--- config.mk ---
export PLATFORM = sky130hd
export DESIGN_NAME = reg_file_reader
export DESIGN_NICKNAME = d
export VERILOG_FILES = /design/src/rtl/reg_file_reader.sv
export SDC_FILE = /design/constraint.sdc
export NUM_CORES = 1
export LEC_CHECK = 0
export ABC_AREA = 1
export CORE_UTILIZATION = 40
export DETAILED_ROUTE_END_ITERATION = 12
export PLACE_DENSITY = 0.75
export SLEW_MARGIN = 25
export SYNTH_ARGS = -nofsm -noshare
export SYNTH_HDL_FRONTEND = slang
export SYNTH_SLANG_ARGS = --single-unit
--- constraint.sdc ---
create_clock -name clk -period 1.3 [get_ports clk]
set_clock_uncertainty 0.15 [all_clocks]
set_input_delay 0.26 -clock clk [delete_from_list [all_inputs] [get_ports clk]]
set_output_delay 0.26 -clock clk [all_outputs]
set_load 0.005 [all_outputs]
--- src/rtl/reg_file_reader.sv ---
// Streams count words from a register file starting at base_addr (wrapping),
// presenting each word on a registered valid/ready output stage.
//
// state | meaning
// IDLE  | waiting for start; ptr holds its last value
// RUN   | loading words from the read port whenever the output slot is free
// DRAIN | final word loaded; waiting for its handshake before signalling done
module reg_file_reader #(
    parameter int address_width = 3,
    parameter int data_width    = 8
) (
    input  logic                     clk,
    input  logic                     reset,
    input  logic                     start,
    input  logic [address_width-1:0] base_addr,
    input  logic [address_width:0]   count,
    output logic [address_width-1:0] read_address,
    input  logic [data_width-1:0]    read_data,
    output logic [data_width-1:0]    m_data,
    output logic                     m_valid,
    input  logic                     m_ready,
    output logic                     m_last,
    output logic                     busy,
    output logic                     done
);

    typedef enum logic [1:0] {IDLE, RUN, DRAIN} state_t;

    localparam logic [address_width:0] REM_ONE = {{address_width{1'b0}}, 1'b1};

    state_t                   state, state_nx;
    logic [address_width-1:0] ptr, ptr_nx;
    logic [address_width:0]   remaining, remaining_nx;
    logic [data_width-1:0]    m_data_nx;
    logic                     m_valid_nx, m_last_nx, done_nx;
    logic                     slot_free;

    // The output slot can take a new word if it is empty or being consumed now.
    assign slot_free    = !m_valid || m_ready;
    assign read_address = ptr;
    assign busy         = (state != IDLE);

    always_comb begin
        state_nx     = state;
        ptr_nx       = ptr;
        remaining_nx = remaining;
        m_data_nx    = m_data;
        m_valid_nx   = m_valid;
        m_last_nx    = m_last;
        done_nx      = 1'b0;
        case (state)
            IDLE: begin
                if (start) begin
                    if (count != '0) begin
                        ptr_nx       = base_addr;
                        remaining_nx = count;
                        state_nx     = RUN;
                    end else begin
                        done_nx = 1'b1;
                    end
                end
            end
            RUN: begin
                if (slot_free) begin
                    m_data_nx    = read_data;
                    m_valid_nx   = 1'b1;
                    m_last_nx    = (remaining == REM_ONE);
                    ptr_nx       = ptr + 1'b1;
                    remaining_nx = remaining - 1'b1;
                    if (remaining == REM_ONE) state_nx = DRAIN;
                end
            end
            DRAIN: begin
                if (m_valid && m_ready) begin
                    m_valid_nx = 1'b0;
                    m_last_nx  = 1'b0;
                    done_nx    = 1'b1;
                    state_nx   = IDLE;
                end
            end
            default: state_nx = IDLE;
        endcase
    end

    always_ff @(posedge clk) begin
        if (reset) begin
            state     <= IDLE;
            ptr       <= '0;
            remaining <= '0;
            m_data    <= '0;
            m_valid   <= 1'b0;
            m_last    <= 1'b0;
            done      <= 1'b0;
        end else begin
            state     <= state_nx;
            ptr       <= ptr_nx;
            remaining <= remaining_nx;
            m_data    <= m_data_nx;
            m_valid   <= m_valid_nx;
            m_last    <= m_last_nx;
            done      <= done_nx;
        end
    end

endmodule
=== Word level (Yosys, flattened, before mapping) ===
Index checks and enable logic that the tools add are counted.

* Reductions and logical operators: 12
* Equality and inequality tests: 8
* Muxes and demuxes: 23
* $add $sub $neg: 2

{| class="wikitable"
|+ Operators with widths
! operator !! number
|-
| 2-to-1 mux 4 bit || 3
|-
| 2-to-1 mux 2 bit || 5
|-
| != test 2 bit (second input constant) || 5
|-
| 2-to-1 mux 3 bit || 3
|-
| one-hot mux 4 bit (2 select lines) || 1
|-
| 2-to-1 mux 1 bit || 6
|-
| one-hot mux 1 bit (2 select lines) || 3
|-
| one-hot mux 2 bit (3 select lines) || 1
|-
| one-hot mux 3 bit (2 select lines) || 1
|-
| nonzero test 2 bit || 3
|-
| AND reduction 5 bit || 1
|-
| equality test 4 x 1 -> 1 bit (second input constant) || 1
|-
| AND reduction 4 bit || 1
|-
| nonzero test 4 bit || 1
|-
| subtractor 4 x 1 -> 4 bit (second input constant) || 1
|-
| adder 3 x 1 -> 3 bit (second input constant) || 1
|-
| AND reduction 3 bit || 1
|-
| equality test 2 x 1 -> 1 bit (second input constant) || 1
|-
| equality test 2 bit (second input constant) || 1
|-
| zero test 2 bit || 1
|-
| AND reduction 2 bit || 1
|-
| logical AND 1 bit || 1
|-
| zero test 1 bit || 1
|-
| logical OR 1 bit || 1
|}

* Bits of input ports: 19
* Word-level logic and storage cells: 52
* Flip-flop bits (word level): 20
* Output and inout bits: 15

=== Depth between registers and ports, before layout ===
* Word-level depth: 4
* Gate-level depth with buffers: 9

=== Least setup slack after synthesis ===
OpenSTA, ideal clock, no wires.

* Kind: register -> register
* Start: register remaining[0]
* End: register remaining[2]
* Cell stages (with the launch flop): 8
* Arrival time: 1064 ps
* Data required time: 1022 ps
* Path slack: -42 ps
* Path through: dfxtp_1 inv_1 ha_1 or2_2 nand3_1 nand2_1 nand2_1 a21oi_1

* Cells in the longest elaborated chain, start to end: 3

{| class="wikitable"
|+ RTL lines
! element !! line !! text
|-
| start, declared || 33 || <nowiki>logic [address_width:0] remaining, remaining_nx;</nowiki>
|-
| start signal, assigned || 97 || <nowiki>remaining <= remaining_nx;</nowiki>
|-
| subtractor 4 x 1 -> 4 bit || 69 || <nowiki>remaining_nx = remaining - 1'b1;</nowiki>
|-
| 2-to-1 mux 4 bit || 64 || <nowiki>if (slot_free) begin</nowiki>
|-
| one-hot mux 4 bit (2 select lines) || 51 || <nowiki>case (state)</nowiki>
|}

No other way between the ends. The select of a mux whose other input is x is not followed.
A chain may end at the register's enable or synchronous reset.

=== Worst setup path after layout ===
* Start: register state[1]
* End: register m_data[5]

* Cells in the longest elaborated chain, start to end: 2

{| class="wikitable"
|+ RTL lines
! element !! line !! text
|-
| start, declared || 31 || <nowiki>state_t state, state_nx;</nowiki>
|-
| start signal, assigned || 95 || <nowiki>state <= state_nx;</nowiki>
|-
| equality test 2 x 1 -> 1 bit || 51 ||
|-
| AND reduction 2 bit (no line) || -- ||
|-
| end signal, assigned || 98 || <nowiki>m_data <= m_data_nx;</nowiki>
|-
| end, declared || 19 || <nowiki>output logic [data_width-1:0] m_data,</nowiki>
|}

No other way between the ends.

==> flow_metrics.tcl <==
set metrics [dict create \
    cap_violations 0 \
    cp_cell_sequence "buf_6, buf_6, nor2_4, buf_6, nand2_8, buf_6, o21ai_2, nor2_1" \
    reg2regPathDepth 8 \
    synth_top_area_cell "dfxtp_1" \
    dpl.hpwl_um 2040 \
    status "complete, but fails checks" \
    critPathArrivalTime_ns 1.54 \
    slew_violations 0 \
    via_count 1206 \
    worst_slew_pin_slew_ns 0.254 \
    critPathCapture "m_data[5]" \
    critical-path-top-delay-family "buffers and inverters" \
    cts_buffers 3 \
    cts_tree "yes" \
    worst-path-buf-inv 4 \
    synthTopCellsByArea "dfxtp_1, nand2_1, nor2_1, o21ai_0, nand3_1" \
    timing.final.crit_share_pct 112 \
    r2r-start "state[1]" \
    row_count 17 \
    yosys_warnings 0 \
    path_class "register to register" \
    relSlewSlack_pct 82.9 \
    chipHeight_um 51.8 \
    cp_max_fo 5 \
    grt.overflow.total 0 \
    yosysTopAreaCellShare_pct 40.4 \
    syn-cell-area_sq_um 991 \
    ir_drop_uv 1280 \
    final_nets 234 \
    placed_cell_area_sq_um 1470 \
    layout_setup_ws_ns -0.162 \
    cp.required_ns 1.38 \
    post-route-min-period_ns 1.46 \
    r2r_end "m_data[5]" \
    synth_seq_cells 20 \
    portBuffers 33 \
    routed_wl_um 3350 \
    finalHoldViolations 0 \
    cts.htree.levels 1 \
    start_kind "register" \
    syn_to_final_growth_pct 76.3 \
    setup_violations 20 \
    cts_sinks 20 \
    critPathLaunch "state[1]" \
    grt_pass1_wl_um 4930 \
    syn_avg_cell_area_sq_um 6.74 \
    antenna_found_initial 0 \
    critPathCaptureType "register" \
    fillers 162 \
    initial_core_util_pct 43.5 \
    cts_buffer_depth 2 \
    pin_count 34 \
    routabilityCongestion 0.908 \
    n_antenna_cell 0 \
    crit_path_frequent_cell "buf_6" \
    worst_path_largest_cell_delay_ns 0.35 \
    track_usage_pct 25.8 \
    fmax_mhz 684 \
    routed_via_density 5.05 \
    path_clk_slew_ns 0.13 \
    cpMaxStageDelayCell "dfxtp_2" \
    yosysSeqAreaShare_pct 40.4 \
    ctsHoldBuffers 0 \
    dr.pass1.iters 4 \
    ant_nets 0 \
    core_sq_um 2280 \
    hold_class "register to register" \
    dieArea_sq_um 2680 \
    die_x_um 51.8 \
    layout-drive-gt1-share_pct 47.9 \
    fin_area_sq_um 1750 \
    yosysUniqueCellTypes 20 \
    route.detailed.drc 0 \
    finalSetupTns_ns -2.20 \
    rsz0062_at_grt "true" \
    clkLatencyLatePin_ns 0.32 \
    grt_max_degree 13 \
    p_per_area_nw_per_um2 1570 \
    cp.depth 8 \
    root_buffer "clkbuf_4" \
    rrSetupSlack_ns -0.16 \
    netlist_instances 147 \
    syn_nets 169 \
    drt_iter0_drc 11 \
    drt-wirelength-per-cell_um 14.0 \
    p_leak_nw 0.809 \
    violations "setup timing" \
    grt_pass1_vias 1139 \
]
==> registers in the layout, summed over array words and instances (netlist names) <==
signal        count
m_data            8
remaining         4
read_address      3
state             2
done              1
m_last            1
m_valid           1
==> cell usage after synthesis <==
library cell   n
a21oi_1        7
a21oi_4        1
buf_1          1
buf_4          1
clkbuf_1       1
clkinv_1       1
dfxtp_1       20
ha_1           3
inv_1          8
inv_2          2
nand2_1       36
nand2_2        3
nand2_4        1
nand3_1        9
nand4_1        1
nor2_1        32
nor2_4         1
nor3_1         1
o21ai_0       16
or2_2          2
==> metal layers <==
| metal | track usage (%) | vias up | wire, um | part of all wire, % |
|---|---|---|---|---|
| li1 | - | 598 | - | - |
| met1 | 26.2 | 561 | 1270 | 38 |
| met2 | 49.4 | 38 | 1870 | 56 |
| met3 | 7.31 | 9 | 146 | 4.4 |
| met4 | 9.01 | 0 | 60 | 1.8 |
| met5 | 0 | - | 0 | 0 |
==> power breakdown <==
group	internal, mW	total, mW	switching [mW]
clock	0.312	0.525	0.213
sequential	0.762	0.850	0.0884
combinational	0.636	1.36	0.725
==> through the flow <==
| stage | worst slack [ns] | power [mW] | hold slack, ns | cells | utilization, % |
|---|---|---|---|---|---|
| 2_1_floorplan | 0.000870 | 1.38 | 0.273 | 147 | - |
| 3_3_place_gp | -0.379 | 1.81 | 0.316 | 222 | 64.6 |
| 3_5_place_dp | -0.416 | 1.86 | 0.324 | 222 | 64.6 |
| 4_1_cts | -0.160 | 2.58 | 0.328 | 237 | 74.9 |
| 5_1_grt | -0.213 | 2.91 | 0.341 | 239 | 76.7 |
| 6_report | -0.162 | 2.74 | 0.332 | 239 | 76.7 |
==> placed cells by master (no fill, tap or decap), drive strengths merged <==
cell | synthesis | layout
nand2 | 40 | 40
nor2 | 33 | 33
buf | 2 | 31
dfxtp | 20 | 20
clkdlybuf4s50 | 0 | 18
o21ai | 16 | 16
clkbuf | 1 | 14
inv | 10 | 10
nand3 | 9 | 9
a21oi | 8 | 8
ha | 3 | 3
clkinv | 1 | 2
or2 | 2 | 2
clkdlybuf4s15 | 0 | 2
nand4 | 1 | 1
nor3 | 1 | 1
bufinv | 0 | 1
==> tightest hold or removal path: stages (launching register included) <==
cell,delay (ns)
dfxtp_2,0.34
nand3_2,0.06
a21oi_1,0.05
==> repair_timing <==
action | in CTS | in global routing
setup endpoints to repair | 33 | 31
setup buffers | 9 | 2
gates cloned | 2 | 0
pin swaps | 11 | 15
resized for setup | 82 | 37
endpoints found under the hold margin | 0 | 0
==> worst min-delay path by stage <==
stage                            to  depth (start not counted)         start
final                        m_last                          2        m_last
after global routing         m_last                          2        m_last
after CTS                    m_last                          2        m_last
after detailed placement     m_last                          2        m_last
after global placement    m_data[7]                          2     m_data[7]
after floorplan           m_data[0]                          2  read_data[0]
==> area by class of cell <==
| cell class | instances | area [sq um] | area share (%) |
|---|---|---|---|
| sequential | 20 | 420 | 24.1 |
| clock inverter | 1 | 30.0 | 1.72 |
| inverter | 11 | 51.3 | 2.94 |
| tap | 28 | 35.0 | 2.01 |
| multi-input combinational | 113 | 659 | 37.8 |
| timing repair buffer | 62 | 519 | 29.7 |
| clock buffer | 3 | 22.5 | 1.29 |
| timing repair inverter | 1 | 8.76 | 0.501 |
==> cells by family after synthesis <==
kind of cell / count (synthesis) / synth area share, %
DFF: 20 / 40.4
AOI/OAI and AO/OA: 24 / 13.3
buffers and inverters: 14 / 5.68
adders and majority gates: 3 / 3.79
and+or+nand+nor: 86 / 36.9
Power figures use the tool's default switching activity.
